$ cat src/rtl/mem_arbiter.sv
// Arbitrates one single-port synchronous memory between instruction fetch and data
// load/store, tracking the single in-flight access across the fixed read latency.
module mem_arbiter #(
  parameter int ADDR_W         = 32,
  parameter int DATA_W         = 32,
  parameter int MEM_LAT        = 2,
  parameter int MAX_DATA_BURST = 4
) (
  input  logic              clk,
  input  logic              rst,
  input  logic              if_req,
  input  logic [ADDR_W-1:0] if_addr,
  output logic              if_gnt,
  output logic              if_rvalid,
  output logic [DATA_W-1:0] if_rdata,
  input  logic              d_req,
  input  logic              d_we,
  input  logic [ADDR_W-1:0] d_addr,
  input  logic [DATA_W-1:0] d_wdata,
  output logic              d_gnt,
  output logic              d_rvalid,
  output logic [DATA_W-1:0] d_rdata,
  output logic              mem_en,
  output logic              mem_we,
  output logic [ADDR_W-1:0] mem_addr,
  output logic [DATA_W-1:0] mem_wdata,
  input  logic [DATA_W-1:0] mem_rdata
);

  localparam int SW = $clog2(MAX_DATA_BURST + 1);

  typedef enum logic {S_IDLE, S_BUSY} state_t;

  state_t        r_state;
  logic [3:0]    r_cnt;
  logic          r_owner_d;
  logic          r_owner_we;
  logic [SW-1:0] r_streak;

  logic w_issue;
  logic w_pick_d;
  logic w_burst_full;

  // Grants are combinational so the winner reaches the memory in its issue cycle;
  // rst masks them so a reset cycle never starts an access.
  assign w_burst_full = (r_streak == SW'(MAX_DATA_BURST));
  assign w_issue      = !rst && (r_state == S_IDLE) && (if_req || d_req);
  assign w_pick_d     = d_req && (!if_req || !w_burst_full);

  assign d_gnt  = w_issue && w_pick_d;
  assign if_gnt = w_issue && !w_pick_d;
  assign mem_en = w_issue;

  always_comb begin
    // NOTE: every output gets a default first, so no path leaves a latch behind.
    mem_we    = 1'b0;
    mem_addr  = '0;
    mem_wdata = '0;
    if (d_gnt) begin
      mem_we    = d_we;
      mem_addr  = d_addr;
      mem_wdata = d_wdata;
    end else if (if_gnt) begin
      mem_addr  = if_addr;
    end
  end

  // NOTE: all state here uses <= so every register samples pre-edge values.
  always_ff @(posedge clk) begin
    if (rst) begin
      r_state    <= S_IDLE;
      r_cnt      <= '0;
      r_streak   <= '0;
      r_owner_d  <= 1'b0;
      r_owner_we <= 1'b0;
      if_rvalid  <= 1'b0;
      d_rvalid   <= 1'b0;
      if_rdata   <= '0;
      d_rdata    <= '0;
    end else begin
      if_rvalid <= 1'b0;
      d_rvalid  <= 1'b0;
      unique case (r_state)
        S_IDLE: begin
          if (w_issue) begin
            r_state    <= S_BUSY;
            r_cnt      <= 4'(MEM_LAT);
            r_owner_d  <= w_pick_d;
            r_owner_we <= w_pick_d && d_we;
            // Streak only grows while fetch is actually waiting behind data.
            if (w_pick_d && if_req)
              r_streak <= w_burst_full ? r_streak : r_streak + 1'b1;
            else
              r_streak <= '0;
          end
        end
        S_BUSY: begin
          r_cnt <= r_cnt - 4'd1;
          if (r_cnt == 4'd1) begin
            r_state <= S_IDLE;
            if (r_owner_d) begin
              d_rvalid <= 1'b1;
              d_rdata  <= r_owner_we ? '0 : mem_rdata;
            end else begin
              if_rvalid <= 1'b1;
              if_rdata  <= mem_rdata;
            end
          end
        end
      endcase
    end
  end

endmodule

$ cat config.mk
export PLATFORM = sky130hd
export DESIGN_NAME = mem_arbiter
export DESIGN_NICKNAME = d
export VERILOG_FILES = /design/src/rtl/mem_arbiter.sv
export SDC_FILE = /design/constraint.sdc
export NUM_CORES = 1
export LEC_CHECK = 0
export ABC_CLOCK_PERIOD_IN_PS = 8300
export CORE_AREA = 2 2 105 107
export CTS_CLUSTER_DIAMETER = 80
export DETAILED_ROUTE_END_ITERATION = 6
export DIE_AREA = 0 0 107 109
export GPL_TIMING_DRIVEN = 0
export HOLD_SLACK_MARGIN = 0.1
export PLACE_DENSITY_LB_ADDON = 0.3
export SYNTH_ARGS = -nofsm -noshare
export SYNTH_HDL_FRONTEND = slang
export SYNTH_SLANG_ARGS = --single-unit
$ cat constraint.sdc
create_clock -name clk -period 8.3 [get_ports clk]
set_input_delay 2.49 -clock clk [delete_from_list [all_inputs] [get_ports clk]]
set_output_delay 2.49 -clock clk [all_outputs]
set_load 0.02 [all_outputs]
==> results of run 1 <==
-- synthesized netlist by cell type --
cell and number:
dfxtp_1 76, o21ai_0 70, a21oi_1 67, clkbuf_1 40, nand3_1 35, a22o_1 32, and3_1 32, nand4b_1 32
buf_2 9, inv_1 8, nor2_1 5, nor3_1 5, buf_6 4, ha_1 4, a211oi_1 3, nand2_1 2
nor2b_1 2, a211oi_4 1, a221oi_1 1, a311oi_1 1, and4bb_2 1, inv_2 1, mux2i_1 1, nand2b_1 1
nand3b_1 1, nand4bb_1 1, nor3b_2 1, nor4b_1 1, o31ai_1 1, or2_4 1, or3_1 1
-- flip-flops by register name, summed over array words and instances, names as in the netlist --
name and count:
if_rdata 32, r_cnt 4, r_owner_d 1, r_streak 3, d_rdata 32, r_owner_we 1, d_rvalid 1, r_state 1
if_rvalid 1
-- per-stage QoR --
| step | total power [mW] | hold slack (ps) | area, µm² | worst slack [ps] |
|---|---|---|---|---|
| final | 0.935 | 477 | 6760 | 868 |
| after global routing | 0.970 | 491 | 6760 | 724 |
| after CTS | 0.936 | 478 | 6760 | 887 |
| after detailed placement | 0.593 | 468 | 6510 | 887 |
| after global placement | 0.589 | 459 | 6510 | 895 |
| after floorplan | 0.469 | 456 | 3680 | 2100 |
-- worst paths after layout --
kind               start      endpoint  slack, ps  cells after the start
max                d_req  mem_addr[20]        870                      7
min          if_rdata[8]   if_rdata[8]        480                      2
max reg2reg     r_cnt[1]  if_rdata[12]       6400                      7
min reg2reg  if_rdata[8]   if_rdata[8]        480                      2
-- power by group --
group | internal [mW] | leakage [nW] | switching [mW] | total (mW)
combinational | 0.110 | 1.67 | 0.0981 | 0.208
clock | 0.208 | 0.122 | 0.142 | 0.349
sequential | 0.372 | 0.614 | 0.00595 | 0.378
-- worst register-to-register path: stages (launching register included) --
cell and delay, ps:
dfxtp_1 360, inv_1 70, ha_1 190, nand4bb_1 140, clkbuf_1 350, clkbuf_1 370
o21ai_0 170, a21oi_1 180
-- metal layers --
layer,routed length [µm],vias up
li1,-,2191
met1,6210,2192
met2,7530,231
met3,1260,25
met4,316,0
met5,0,-
-- layout by cell type, fill, tap and decap left out, types with 2 or more instances in the layout --
master | synthesis | final
clkdlybuf4s50_1 | 0 | 265
dfxtp_1 | 76 | 76
o21ai_0 | 70 | 70
a21oi_1 | 67 | 67
clkbuf_1 | 40 | 40
nand3_1 | 35 | 35
a22o_1 | 32 | 32
and3_1 | 32 | 32
nand4b_1 | 32 | 32
clkbuf_8 | 0 | 10
buf_2 | 9 | 9
inv_1 | 8 | 8
nor2_1 | 5 | 5
nor3_1 | 5 | 5
buf_6 | 4 | 4
ha_1 | 4 | 4
a211oi_1 | 3 | 3
bufinv_16 | 0 | 3
nand2_1 | 2 | 2
nor2b_1 | 2 | 2
-- cell type report --
type,instances,share of cell area [%]
plain buffers,53,3.55
inverters,9,0.500
flip-flops and latches,76,22.5
multi-input cells,302,27.9
well taps,140,2.59
clock buffers,10,2.04
repair buffers,265,39.2
clock inverters,6,1.65
-- cell families (layout without fill, tap and decap cells) --
family,after synthesis,after routing,share of synthesized area (%)
AOI/OAI and AO/OA,176,176,28.1
and+or+nand+nor,121,121,21.5
adders and majority gates,4,4,1.36
muxes,1,1,0.272
buffers and inverters,62,343,7.44
DFF,76,76,41.3
==> out/metrics.cfg, run 1 <==
[floorplan]
coreArea_mm2 = 0.0106
die_y_um = 109
io_pins = 267
fp.dieW_um = 107
fp-row-count = 38
die_area_mm2 = 0.0117
start_util_pct = 34.7

[clock_tree]
cts_hold_buffers = 0
post_cts_buffers = 0
cts.reportedPaths.clkPinSlew_ps = 70
cts_buffer_depth = 2
insertion_delay_ps = 350
ctsResizeCount = 0
cts_tree = done
clock-sinks = 76
htree_levels = 3
cts_made_buffers = 9
cts-root-buf = clkbuf_8

[place]
placed_cells = 845
port_buffers = 265
place_congestion = 0.883
dpl.hpwl_mm = 12.2

[run_status]
status = finished, final reports clean

[critical_path]
cp_data_required_time_ps = 5810
cpMaxStageDelayCell = clkdlybuf4s50_1
worstPathArrival_ps = 4940
crit_family = buffers and inverters
cp-end-kind = primary output
cp_cell_sequence = clkdlybuf4s50_1 -> nor3b_2 -> nand2_1 -> inv_2 -> buf_2 -> a22o_1 -> clkdlybuf4s50_1
worstSetupPathType = primary input to primary output
critPathLaunchType = primary input
crit_path_frequent_cell = clkdlybuf4s50_1
crit_fanout = 10
cp.buffers_inverters = 4
slowest_delay_ps = 630

[detailed_routing]
drc_errors = 0
drt_iter0_drc = 236
routed_wl_mm = 15.3
ant_nets = 0
wire_per_inst_um = 17.8
firstDrtPassIters = 5
vias_per_cell = 5.39
num_vias = 4639

[min_path]
worstHoldPathType = flip-flop to flip-flop

[logic_synthesis]
synth_seq_cells = 76
synth_top_area_share_pct = 41.3
avgSynthCellArea_um2 = 8.37
ys_types = 31
synth_top_area_cell = dfxtp_1
ys_warn_count = 0
syn_inst = 440
yosysSeqAreaShare_pct = 41.3
syn-cell-area_mm2 = 0.00368
ys_top_cells_by_area = dfxtp_1, o21ai_0, a21oi_1
syn_nets = 577

[sta]
slew_viol_final = 0
setup_viol = 0
worst-slew-pin-transition_ps = 557
relSlewSlack_pct = 62.9
tns_ps = 0
fin_skew_ps = 7.08
min_period_ps = 7430
finalHoldViolCount = 0
fmax_ghz = 0.135
rsz0062_at_grt = false
finalCritPeriodShare_pct = 89.5

[global_route]
antenna_found_initial = 0
met3_usage_pct = 6.28
grt_use_met1_pct = 31.8
grt_pass1_wl_mm = 23.6
globalRouteMet2Util_pct = 43.7
grt_max_degree = 14
grt-busiest-layer = met2
grt_pass1_vias = 4493
globalRouteTotalUtil_pct = 25.6
grt-ovfl-total = 0

[layout]
drive_gt1_share_pct = 4.72
n_antenna_cell = 0
area_growth_pct = 83.6
instances_no_fill = 861
final_core_util_pct = 63.7
nNetsFinal = 853
multi_input_area_mm2 = 0.00189
layout.area.seq_mm2 = 0.00152
fillers = 899

[run]
max-cap-violations = 0

[power]
leakage_nw = 2.40
p_per_area_mw_per_mm2 = 138
ir_drop_mv = 0.0724

Power figures use the tool's default switching activity.
==> run 2: changes to the inputs <==
--- a/config.mk
+++ b/config.mk
@@ -13,6 +13,7 @@
 export GPL_TIMING_DRIVEN = 0
 export HOLD_SLACK_MARGIN = 0.1
 export PLACE_DENSITY_LB_ADDON = 0.3
+export RECOVER_POWER = 50
 export SYNTH_ARGS = -nofsm -noshare
 export SYNTH_HDL_FRONTEND = slang
 export SYNTH_SLANG_ARGS = --single-unit
==> run 2 against run 1 <==
Via count shrank 0.50%. Critical path depth is the same. Fmax is 3.8% lower. Sequential power hardly changed. Global-route usage unchanged. Worst setup slack lost 300 ps. Die area did not move. Utilization fell by 0.19 points. Non-clock buffer count is the same. Flip-flop and latch count did not move. Highest routed layer unchanged.
==> out/metrics.cfg, run 2 (synthesized netlist as in run 1, its figures left out) <==
[critical_path]
worstPathArrival_ps = 5240  ; was 4940 ps
worstSetupPathType = primary input to primary output  ; unchanged
crit_fanout = 10  ; unchanged
rrSetupSlack_ps = 6380  ; was 6400 ps
critPathLaunchType = primary input  ; unchanged
timing.rr.end = r_streak[1]  ; was if_rdata[12]
reg2reg_depth = 6  ; was 7
cp-end-kind = primary output  ; unchanged
cp_data_required_time_ps = 5810  ; about the same
r2r-start = r_streak[0]  ; was r_cnt[1]
critPathLaunch = d_req  ; unchanged

[floorplan]
fp.dieW_um = 107  ; unchanged
fp-row-count = 38  ; unchanged
coreArea_mm2 = 0.0106  ; unchanged
die_area_mm2 = 0.0117  ; unchanged
die_y_um = 109  ; unchanged
io_pins = 267  ; unchanged
start_util_pct = 34.7  ; unchanged

[sta]
rsz0062_at_grt = false  ; unchanged
finalHoldViolCount = 0  ; unchanged
fin_skew_ps = 7.36  ; was 7.08 ps
fmax_ghz = 0.129  ; was 0.135 GHz
setup_viol = 0  ; unchanged
slew_viol_final = 0  ; unchanged
tns_ps = 0  ; unchanged
relSlewSlack_pct = 51.4  ; was 62.9%
min_period_ps = 7730  ; was 7430 ps
worst-slew-pin-transition_ps = 727  ; was 557 ps
finalCritPeriodShare_pct = 93.1  ; was 89.5%
hold_ws_ps = 475  ; was 477 ps

[global_route]
globalRouteTotalUtil_pct = 25.6  ; unchanged
grt_pass1_vias = 4493  ; unchanged
grt_pass1_wl_mm = 23.6  ; unchanged
grt-ovfl-total = 0  ; unchanged
antenna_found_initial = 0  ; unchanged
grt_max_degree = 14  ; unchanged

[clock_tree]
insertion_delay_ps = 350  ; about the same
clock-sinks = 76  ; unchanged
cts_buffer_depth = 2  ; unchanged
cts.reportedPaths.clkPinSlew_ps = 80  ; was 70 ps
ctsResizeCount = 0  ; unchanged
cts_tree = done  ; unchanged
htree_levels = 3  ; unchanged
cts-root-buf = clkbuf_8  ; unchanged
cts_hold_buffers = 0  ; unchanged
cts_made_buffers = 9  ; unchanged
post_cts_buffers = 0  ; unchanged

[place]
place_congestion = 0.883  ; unchanged
port_buffers = 265  ; unchanged
dpl.hpwl_mm = 12.2  ; unchanged
placed_cells = 845  ; unchanged

[run]
max-cap-violations = 0  ; unchanged

[min_path]
hold_start = if_rdata[10]  ; was if_rdata[8]
worstHoldPathType = flip-flop to flip-flop  ; unchanged
hold_end = if_rdata[10]  ; was if_rdata[8]
worstHoldPathCells = 2  ; unchanged

[layout]
final_cell_mix = clkdlybuf4s50_1, dfxtp_1, o21ai_0, a21oi_1, clkbuf_1  ; unchanged
reg.largest.list = d_rdata x32, if_rdata x32, r_cnt x4  ; unchanged
multi_input_area_mm2 = 0.00188  ; was 0.00189 mm²
area_growth_pct = 83.0  ; was 83.6%
drive_gt1_share_pct = 4.30  ; was 4.72%
instances_no_fill = 861  ; unchanged
nNetsFinal = 853  ; unchanged
fillers = 902  ; was 899
layout.area.seq_mm2 = 0.00152  ; unchanged
final_common_cell = clkdlybuf4s50_1  ; unchanged
n_antenna_cell = 0  ; unchanged

[power]
total_power_mw = 0.934  ; was 0.935 mW
p_per_area_mw_per_mm2 = 139  ; was 138 mW/mm²
leakage_nw = 2.50  ; was 2.40 nW
ir_drop_mv = 0.0727  ; was 0.0724 mV

[detailed_routing]
num_vias = 4616  ; was 4639
wire_per_inst_um = 17.9  ; was 17.8 µm
ant_nets = 0  ; unchanged
drt_iter0_drc = 230  ; was 236
vias_per_cell = 5.36  ; was 5.39
drc_errors = 0  ; unchanged
firstDrtPassIters = 5  ; unchanged
routed_wl_mm = 15.4  ; was 15.3 mm

[run_status]
status = finished, final reports clean  ; unchanged

## run 2: cell types whose count changed in the layout (fill, tap and decap cells not counted)
cell             change
dlygate4sd3_1       +30
nor3b_2              -1
nor3b_1              +1
clkbuf_1             +2
clkdlybuf4s50_1     -30
buf_6                -2
## run 2: area by class of cell
cell class	count	area share (%)
timing repair buffer	265	39.4
multi-input combinational	302	27.9
sequential	76	22.6
buffer	53	3.34
tap	140	2.60
clock buffer	10	2.04
clock inverter	6	1.65
inverter	9	0.501
## run 2: worst max path at each step
stage / endpoint / cells past startpoint / slack (ps)
floorplan: mem_addr[25] / 5 / 2100
global placement: mem_addr[20] / 7 / 900
detailed placement: mem_addr[20] / 7 / 890
CTS: mem_addr[20] / 7 / 890
global route: mem_addr[20] / 7 / 370
finish: mem_addr[20] / 7 / 570
## run 2: layer usage
layer	wire length, µm	up-vias	global-route usage (%)
li1	-	2190	-
met1	6290	2179	31.8
met2	7550	224	43.7
met3	1260	23	6.28
met4	287	0	8.26
met5	0	-	0
## run 2: through the flow
stage	cell area, µm²	setup WS [ps]	util, %
floorplan	3680	2100	-
global placement	6510	895	61.4
detailed placement	6510	887	61.4
CTS	6760	887	63.7
global route	6740	375	63.6
finish	6740	573	63.6
## run 2: report_power, final
group	switching (mW)	internal, mW	leakage, nW
combinational	0.0983	0.108	1.76
sequential	0.00580	0.372	0.614
clock	0.142	0.208	0.122
total	0.246	0.688	2.50
## run 2: worst max-delay path: stages
cell	delay (ps)
clkdlybuf4s50_1	580
nor3b_1	640
nand2_1	230
inv_2	160
buf_2	260
a22o_1	250
clkdlybuf4s50_1	630
